==> src/rtl/fetch_stage.sv <==
// fetch_stage: instruction-fetch stage and IF/ID pipeline register of the pipelined MIPS core.
//
// This block owns the PC and drives a request/ready instruction-memory port. Each word that
// completes is registered into IF/ID for the decoder. Redirects come back from the decoder
// (pcsrc_d, jump_d = {jal, jr, j}). There are no branch delay slots, so a redirect squashes
// the word fetched alongside it and inserts a single bubble.
//
// Ports:
//   clk, reset             core clock; synchronous active-high reset
//   stall_d                hazard-unit stall: hold IF/ID and suppress redirect
//   pcsrc_d, jump_d        redirect controls for the instruction in D
//   pcbranch_d, rd1_d      branch target / JR target for the instruction in D
//   imem_req, imem_addr    fetch request and address (address = pc_f)
//   imem_ready, imem_rdata memory accepts the request; the word returns in the same cycle
//   pc_f                   current fetch PC
//   instr_d, pcplus4_d     IF/ID instruction word and its PC+4
//   valid_d                IF/ID holds a real instruction (a bubble is word 0, i.e. sll $0)
module fetch_stage #(
    parameter logic [31:0] RESET_PC = 32'h0000_0000
) (
    input  logic        clk,
    input  logic        reset,
    input  logic        stall_d,
    input  logic        pcsrc_d,
    input  logic [2:0]  jump_d,
    input  logic [31:0] pcbranch_d,
    input  logic [31:0] rd1_d,
    output logic        imem_req,
    output logic [31:0] imem_addr,
    input  logic        imem_ready,
    input  logic [31:0] imem_rdata,
    output logic [31:0] pc_f,
    output logic [31:0] instr_d,
    output logic [31:0] pcplus4_d,
    output logic        valid_d
);

    // StDrop: a request for a squashed path is still outstanding.
    // StHold: one word is parked in the skid buffer and no request is issued.
    typedef enum logic [1:0] {StFetch, StDrop, StHold} state_t;

    state_t      state, state_next;
    logic [31:0] pc_next, instr_next, pcplus4_next;
    logic        valid_next;
    logic [31:0] skid_instr, skid_instr_next;
    logic [31:0] skid_pcplus4, skid_pcplus4_next;
    logic [31:0] pending, pending_next;

    logic        redir;
    logic        jr_sel, j_sel;
    logic [31:0] target;
    logic [31:0] pc_plus4;
    logic        fire;

    assign imem_req  = ~reset & (state != StHold);
    assign imem_addr = pc_f;
    assign fire      = imem_req & imem_ready;
    assign pc_plus4  = pc_f + 32'd4;  // wraps modulo 2^32

    assign redir  = valid_d & ~stall_d & (pcsrc_d | (|jump_d));
    assign jr_sel = jump_d[1];
    assign j_sel  = jump_d[2] | jump_d[0];

    // jr beats j/jal, which beat a taken branch.
    always_comb begin
        if (jr_sel) begin
            target = rd1_d;
        end else if (j_sel) begin
            target = {pcplus4_d[31:28], instr_d[25:0], 2'b00};
        end else begin
            target = pcbranch_d;
        end
    end

    always_comb begin
        state_next        = state;
        pc_next           = pc_f;
        instr_next        = instr_d;
        pcplus4_next      = pcplus4_d;
        valid_next        = valid_d;
        skid_instr_next   = skid_instr;
        skid_pcplus4_next = skid_pcplus4;
        pending_next      = pending;

        unique case (state)
            StFetch: begin
                if (fire) begin
                    if (redir) begin
                        // The returned word belongs to the wrong path.
                        pc_next      = target;
                        instr_next   = 32'd0;
                        pcplus4_next = 32'd0;
                        valid_next   = 1'b0;
                    end else if (stall_d) begin
                        skid_instr_next   = imem_rdata;
                        skid_pcplus4_next = pc_plus4;
                        pc_next           = pc_plus4;
                        state_next        = StHold;
                    end else begin
                        instr_next   = imem_rdata;
                        pcplus4_next = pc_plus4;
                        valid_next   = 1'b1;
                        pc_next      = pc_plus4;
                    end
                end else if (redir) begin
                    // The address must stay put until the outstanding request completes.
                    pending_next = target;
                    instr_next   = 32'd0;
                    pcplus4_next = 32'd0;
                    valid_next   = 1'b0;
                    state_next   = StDrop;
                end else if (!stall_d) begin
                    instr_next   = 32'd0;
                    pcplus4_next = 32'd0;
                    valid_next   = 1'b0;
                end
            end
            StDrop: begin
                if (fire) begin
                    pc_next    = pending;
                    state_next = StFetch;
                end
                if (!stall_d) begin
                    instr_next   = 32'd0;
                    pcplus4_next = 32'd0;
                    valid_next   = 1'b0;
                end
            end
            StHold: begin
                if (!stall_d) begin
                    state_next = StFetch;
                    if (redir) begin
                        pc_next      = target;
                        instr_next   = 32'd0;
                        pcplus4_next = 32'd0;
                        valid_next   = 1'b0;
                    end else begin
                        instr_next   = skid_instr;
                        pcplus4_next = skid_pcplus4;
                        valid_next   = 1'b1;
                    end
                end
            end
            default: begin
                state_next = StFetch;
            end
        endcase
    end

    always_ff @(posedge clk) begin
        if (reset) begin
            state        <= StFetch;
            pc_f         <= RESET_PC;
            instr_d      <= 32'd0;
            pcplus4_d    <= 32'd0;
            valid_d      <= 1'b0;
            skid_instr   <= 32'd0;
            skid_pcplus4 <= 32'd0;
            pending      <= 32'd0;
        end else begin
            state        <= state_next;
            pc_f         <= pc_next;
            instr_d      <= instr_next;
            pcplus4_d    <= pcplus4_next;
            valid_d      <= valid_next;
            skid_instr   <= skid_instr_next;
            skid_pcplus4 <= skid_pcplus4_next;
            pending      <= pending_next;
        end
    end

endmodule

==> config.mk <==
export PLATFORM = sky130hd
export DESIGN_NAME = fetch_stage
export DESIGN_NICKNAME = d
export VERILOG_FILES = /design/src/rtl/fetch_stage.sv
export SDC_FILE = /design/constraint.sdc
export NUM_CORES = 1
export LEC_CHECK = 0
export CAP_MARGIN = 20
export CORE_MARGIN = 5
export CORE_UTILIZATION = 33
export CTS_CLUSTER_DIAMETER = 50
export DETAILED_ROUTE_END_ITERATION = 7
export PLACE_DENSITY = 0.57
export SYNTH_ARGS = -nofsm -noshare
export SYNTH_HDL_FRONTEND = slang
export SYNTH_SLANG_ARGS = --single-unit
==> constraint.sdc <==
create_clock -name clk -period 2.8 [get_ports clk]
set_input_delay 0.42 -clock clk [delete_from_list [all_inputs] [get_ports clk]]
set_output_delay 0.42 -clock clk [all_outputs]
set_load 0.01 [all_outputs]
# Yosys cells after proc, flatten, opt, wreduce, memory -nomap -nowiden
# Cells that the tools add are included.
[classes]
add_sub_neg = 1
eq_ne = 11
mux = 39
bitwise = 10
reduce_logical = 8
[ops]
columns = ["operator", "n"]
rows = [
  ["2-to-1 mux 32 bit", 21],
  ["case mux 32 bit (3 select lines)", 3],
  ["adder 32 x 3 -> 32 bit, second input constant", 1],
  ["2-to-1 mux 2 bit", 6],
  ["!= test 2 bit, second input constant", 5],
  ["AND reduction 5 bit", 2],
  ["!= test 3 bit, second input constant", 3],
  ["2-to-1 mux 1 bit", 7],
  ["case mux 2 bit (3 select lines)", 1],
  ["AND reduction 3 bit", 2],
  ["bitwise AND 1 bit", 4],
  ["!= test 4 bit, second input constant", 1],
  ["NOT 1 bit", 4],
  ["AND reduction 4 bit", 1],
  ["case mux 1 bit (3 select lines)", 1],
  ["nonzero test 3 bit", 1],
  ["OR reduction 3 bit", 1],
  ["== test 2 x 1 -> 1 bit, second input constant", 1],
  ["== test 2 bit, second input constant", 1],
  ["logical NOT 2 bit", 1],
  ["bitwise OR 1 bit", 2],
]
[totals]
ff_bits = 195
in_bits = 104
elab_cells = 77

# Longest topological paths before layout
# Gate-level depths: netlist (run 1).
[logic_depth]
depth_word = 6
mapped_depth = 10

# Worst setup path before layout (run 1)
# Ideal clock, no wire load.
[synth_path]
kind = "flip-flop to flip-flop"
from = "register state[0]"
to = "register pcplus4_d[27]"
setup_time_ns = 0.128
arrival_time_ns = 2.242
slack_ns = 0.430
path_stages_with_launch = 10
n_path_buf = 2
synth_period_minus_slack_ns = 2.370
cell_sequence = "dfxtp_1 > inv_1 > ha_1 > clkbuf_1 > or4b_2 > a21o_1 > clkbuf_1 > a21oi_1 > and2_1 > a211oi_1"
[synth_between]
elab_chain_cells = 5
elab_cells_between_ends = 12
cone_classes = "eq/ne: 5; mux: 2; bitwise: 2; reduce/logical: 3"
[synth_rtl]
columns = ["element", "line", "rtl"]
rows = [
  ["start: declaration", "42", "state_t state, state_next;"],
  ["start signal: assignment", "152", "state <= StFetch;"],
  ["start signal: assignment", "161", "state <= state_next;"],
  ["!= test 2 bit", "55", "assign imem_req = ~reset & (state != StHold);"],
  ["bitwise AND 1 bit", "55", ""],
  ["bitwise AND 1 bit", "57", "assign fire = imem_req & imem_ready;"],
  ["!= test 4 bit (no source line) / 2-to-1 mux 32 bit (equally long branches)", "n/a", ""],
  ["AND reduction 3 bit (no source line) / case mux 32 bit (3 select lines) (equally long branches)", "n/a", ""],
  ["end signal: assignment", "164", "pcplus4_d <= pcplus4_next;"],
  ["end: declaration", "34", "output logic [31:0] pcplus4_d,"],
]
# Several ways; a longest one is shown, not always the timed one.
# A chain may end at the register's enable or synchronous reset.

# Final worst setup path (run 1)
[layout_path]
from = "register state[0]"
to = "output port imem_req"
[layout_between]
elab_chain_cells = 2
[layout_rtl]
columns = ["element", "line", "rtl"]
rows = [
  ["!= test 2 bit", "55", ""],
  ["bitwise AND 1 bit", "55", ""],
  ["end: declaration", "28", "output logic imem_req,"],
]
# Every way passes these cells.

==> impl_metrics.tcl, run 1 <==
set metrics [dict create \
    die_w_um 195 \
    final_hold_viol_count 0 \
    htree_levels 4 \
    worstPathMaxFanout 7 \
    synth.most_common_cell "dfxtp_1" \
    design_area_um2 15000 \
    syn_to_final_growth_pct 33.4 \
    seqCellArea_um2 3900 \
    grt_max_degree 66 \
    syn-cell-area_um2 11300 \
    drtAntennaViolNets 0 \
    arrival_ps 2140 \
    worst_slack_ps 241 \
    first_pass_iters 5 \
    syn_nets 1580 \
    startpoint_type "register" \
    gp_congestion 0.933 \
    reg2reg_to "instr_d[6]" \
    hold_path_end "skid_instr[22]" \
    final_core_util 0.446 \
    drc_errors 0 \
    crit_path_start "state[0]" \
    cts-root-buf "clkbuf_16" \
    grt_usage 0.234 \
    setup_viol 0 \
    initial_core_util 0.335 \
    whs_ps 410 \
    post_cts_resize_count 0 \
    io_buffers 233 \
    worstSetupPathType "reg2out" \
    io_pins 234 \
    placed_cell_area_um2 14400 \
    routed_wl_um 46000 \
    reg2reg_from "state[0]" \
    avgSynthCellArea_um2 7.65 \
    cts_hold_buf 0 \
    outcome "finished clean" \
    netlist_instances 1471 \
    fmaxAchievable_mhz 391 \
    tightest_slew_ps 798 \
    max-slew-margin-rel 0.461 \
    die_h_um 195 \
    crit_path_end_kind "output port" \
    rsz0062_at_grt "no" \
    hp-class "in2reg" \
    crit_chain "inv_1 -> ha_1 -> nor2_1 -> clkdlybuf4s50_1" \
    p_per_area_nw_per_um2 493 \
    nNetsFinal 1769 \
    slowest_stage "clkdlybuf4s50_1" \
    ys.flop_type "dfxtp_1" \
    postCtsSetupBuffers 0 \
    cap_violations 0 \
    tns_ps 0 \
    crit_required_ps 2380 \
    drt-wirelength-per-cell_um 21.7 \
    numCtsBuffers 17 \
    multiInputGateArea_um2 6440 \
    drive_above_1_share 0.104 \
    layout_min_cycle_time_ps 2560 \
    cts_tree "done" \
    cts.sinks 195 \
    vdd_drop_max_mv 0.428 \
    yosys.area.top_type "dfxtp_1" \
    fillers 3353 \
    synthTopCellsByCount "dfxtp_1 (195), nand2_1 (186), a21oi_1 (166)" \
    gr-total-overflow 0 \
    first_global_vias 11590 \
    fin_skew_ps 15.9 \
    via_count 12265 \
    antenna_found_initial 0 \
    viasPerCell 5.78 \
    clk_path_buf_depth 2 \
    dieArea_um2 37900 \
    fin_cells 2121 \
    period_share 0.914 \
    synth-edff-count 0 \
    hold_path_depth 2 \
    clkTransAtPathRegs_ps 90 \
    critPathMaxStageDelay_ps 590 \
    slew_viol_final 0 \
    clk_latency_ps 440 \
    rows 67 \
    min_from "reset" \
    n_antenna_cell 0 \
    seq_area_frac_synth 0.347 \
    dp_slack_ps 16.1 \
    yosys-top-cells-area "dfxtp_1 (35%), a21oi_1 (7.4%), nand2_1 (6.2%), nor2_1 (4.8%), a211oi_1 (3.1%)" \
    dp_hpwl_um 33100 \
    grt_pass1_wl_um 71100 \
    ys_async_sr_fraction 0 \
    p_leak_nw 5.17 \
    r2r_slack_ps 250 \
    synth-seq-cells 195 \
    synth.distinct_cells 69 \
    netlist.area_leader.share 0.347 \
    rr_worst_depth 8 \
    fin_total_pwr_mw 7.40 \
    core-area_um2 33600 \
    drtIter0Drc 1147 \
    dp.cells 2089 \
    ys_warn_count 0 \
]
layer usage:
| layer | vias to the layer above | wire length [um] | global-route usage |
|---|---|---|---|
| met5 | - | 0 | 0 |
| met4 | 0 | 729 | 0.0513 |
| met3 | 53 | 3760 | 0.0367 |
| met2 | 601 | 21000 | 0.375 |
| met1 | 5863 | 20500 | 0.332 |
| li1 | 5748 | - | - |
report_power, final:
| part | internal [mW] | total, mW | switching (mW) |
|---|---|---|---|
| Sequential | 2.91 | 3.05 | 0.141 |
| Clock | 1.30 | 2.58 | 1.28 |
| Combinational | 0.806 | 1.77 | 0.960 |
flip-flops by register name, summed over array words and instances, names as in the netlist:
signal and cells:
state 2, pending 32, imem_addr 32, skid_pcplus4 32, instr_d 32, valid_d 1
skid_instr 32, pcplus4_d 32
worst max-delay path: cells and delay by family, from the launching register on:
| family | cells | cell delay [ps] |
|---|---|---|
| buf+inv | 2 | 720 |
| flops | 1 | 450 |
| fa+ha+maj | 1 | 310 |
| simple gates | 1 | 230 |
cells in the final DEF (no fill, tap or decap), drive strengths merged, types with 7 or more instances in the layout:
| master | Yosys | routed |
|---|---|---|
| o21a | 7 | 7 |
| a21oi | 169 | 169 |
| nor2 | 145 | 145 |
| dfxtp | 195 | 195 |
| nand4 | 15 | 15 |
| a22o | 40 | 40 |
| xnor2 | 16 | 16 |
| a221oi | 34 | 34 |
| and2 | 20 | 20 |
| nand2b | 31 | 31 |
| clkdlybuf4s50 | 0 | 231 |
| a221o | 22 | 22 |
| o311ai | 20 | 20 |
| a22oi | 17 | 17 |
| a32oi | 7 | 7 |
| o211ai | 12 | 12 |
| nor3 | 21 | 21 |
| nor4 | 10 | 10 |
| nand2 | 186 | 186 |
| o31ai | 12 | 12 |
| a21o | 14 | 14 |
| or4 | 12 | 12 |
| o21ai | 68 | 68 |
| clkbuf | 94 | 18 |
| xor2 | 13 | 13 |
| a31oi | 21 | 21 |
| nand3 | 29 | 29 |
| or4b | 8 | 8 |
| buf | 82 | 115 |
| inv | 18 | 26 |
| a211oi | 47 | 47 |
| o2bb2ai | 11 | 11 |
area by class of cell:
cell class / instances / share of cell area
timing repair buffer: 346 / 0.229
clock buffer: 18 / 0.0293
sequential: 195 / 0.260
multi-input combinational: 1081 / 0.429
clock inverter: 14 / 0.0108
tap: 448 / 0.0373
inverter: 19 / 0.00475
how the worst max path moves through the flow:
stage | endpoint | slack [ps] | depth (start not counted)
floorplan | pcplus4_d[27] | 430 | 9
global placement | imem_addr[11] | 30 | 8
detailed placement | imem_addr[11] | 20 | 8
CTS | imem_req | 220 | 4
global route | imem_addr[0] | 10 | 9
finish | imem_req | 240 | 4
cells by family after synthesis:
logic type | share of synthesized area
buf+inv | 0.0843
mux | 0.00445
flops | 0.347
fa+ha+maj | 0.00556
simple gates | 0.214
xor+xnor | 0.0226
compound gates | 0.322
Note: power is estimated with default switching activity, not from simulation.
==> run 2: changes to the inputs <==
- CAP_MARGIN: 20 -> 5
==> results of run 2 <==
No change in the layout: final DEF, timing and power equal those of run 1.
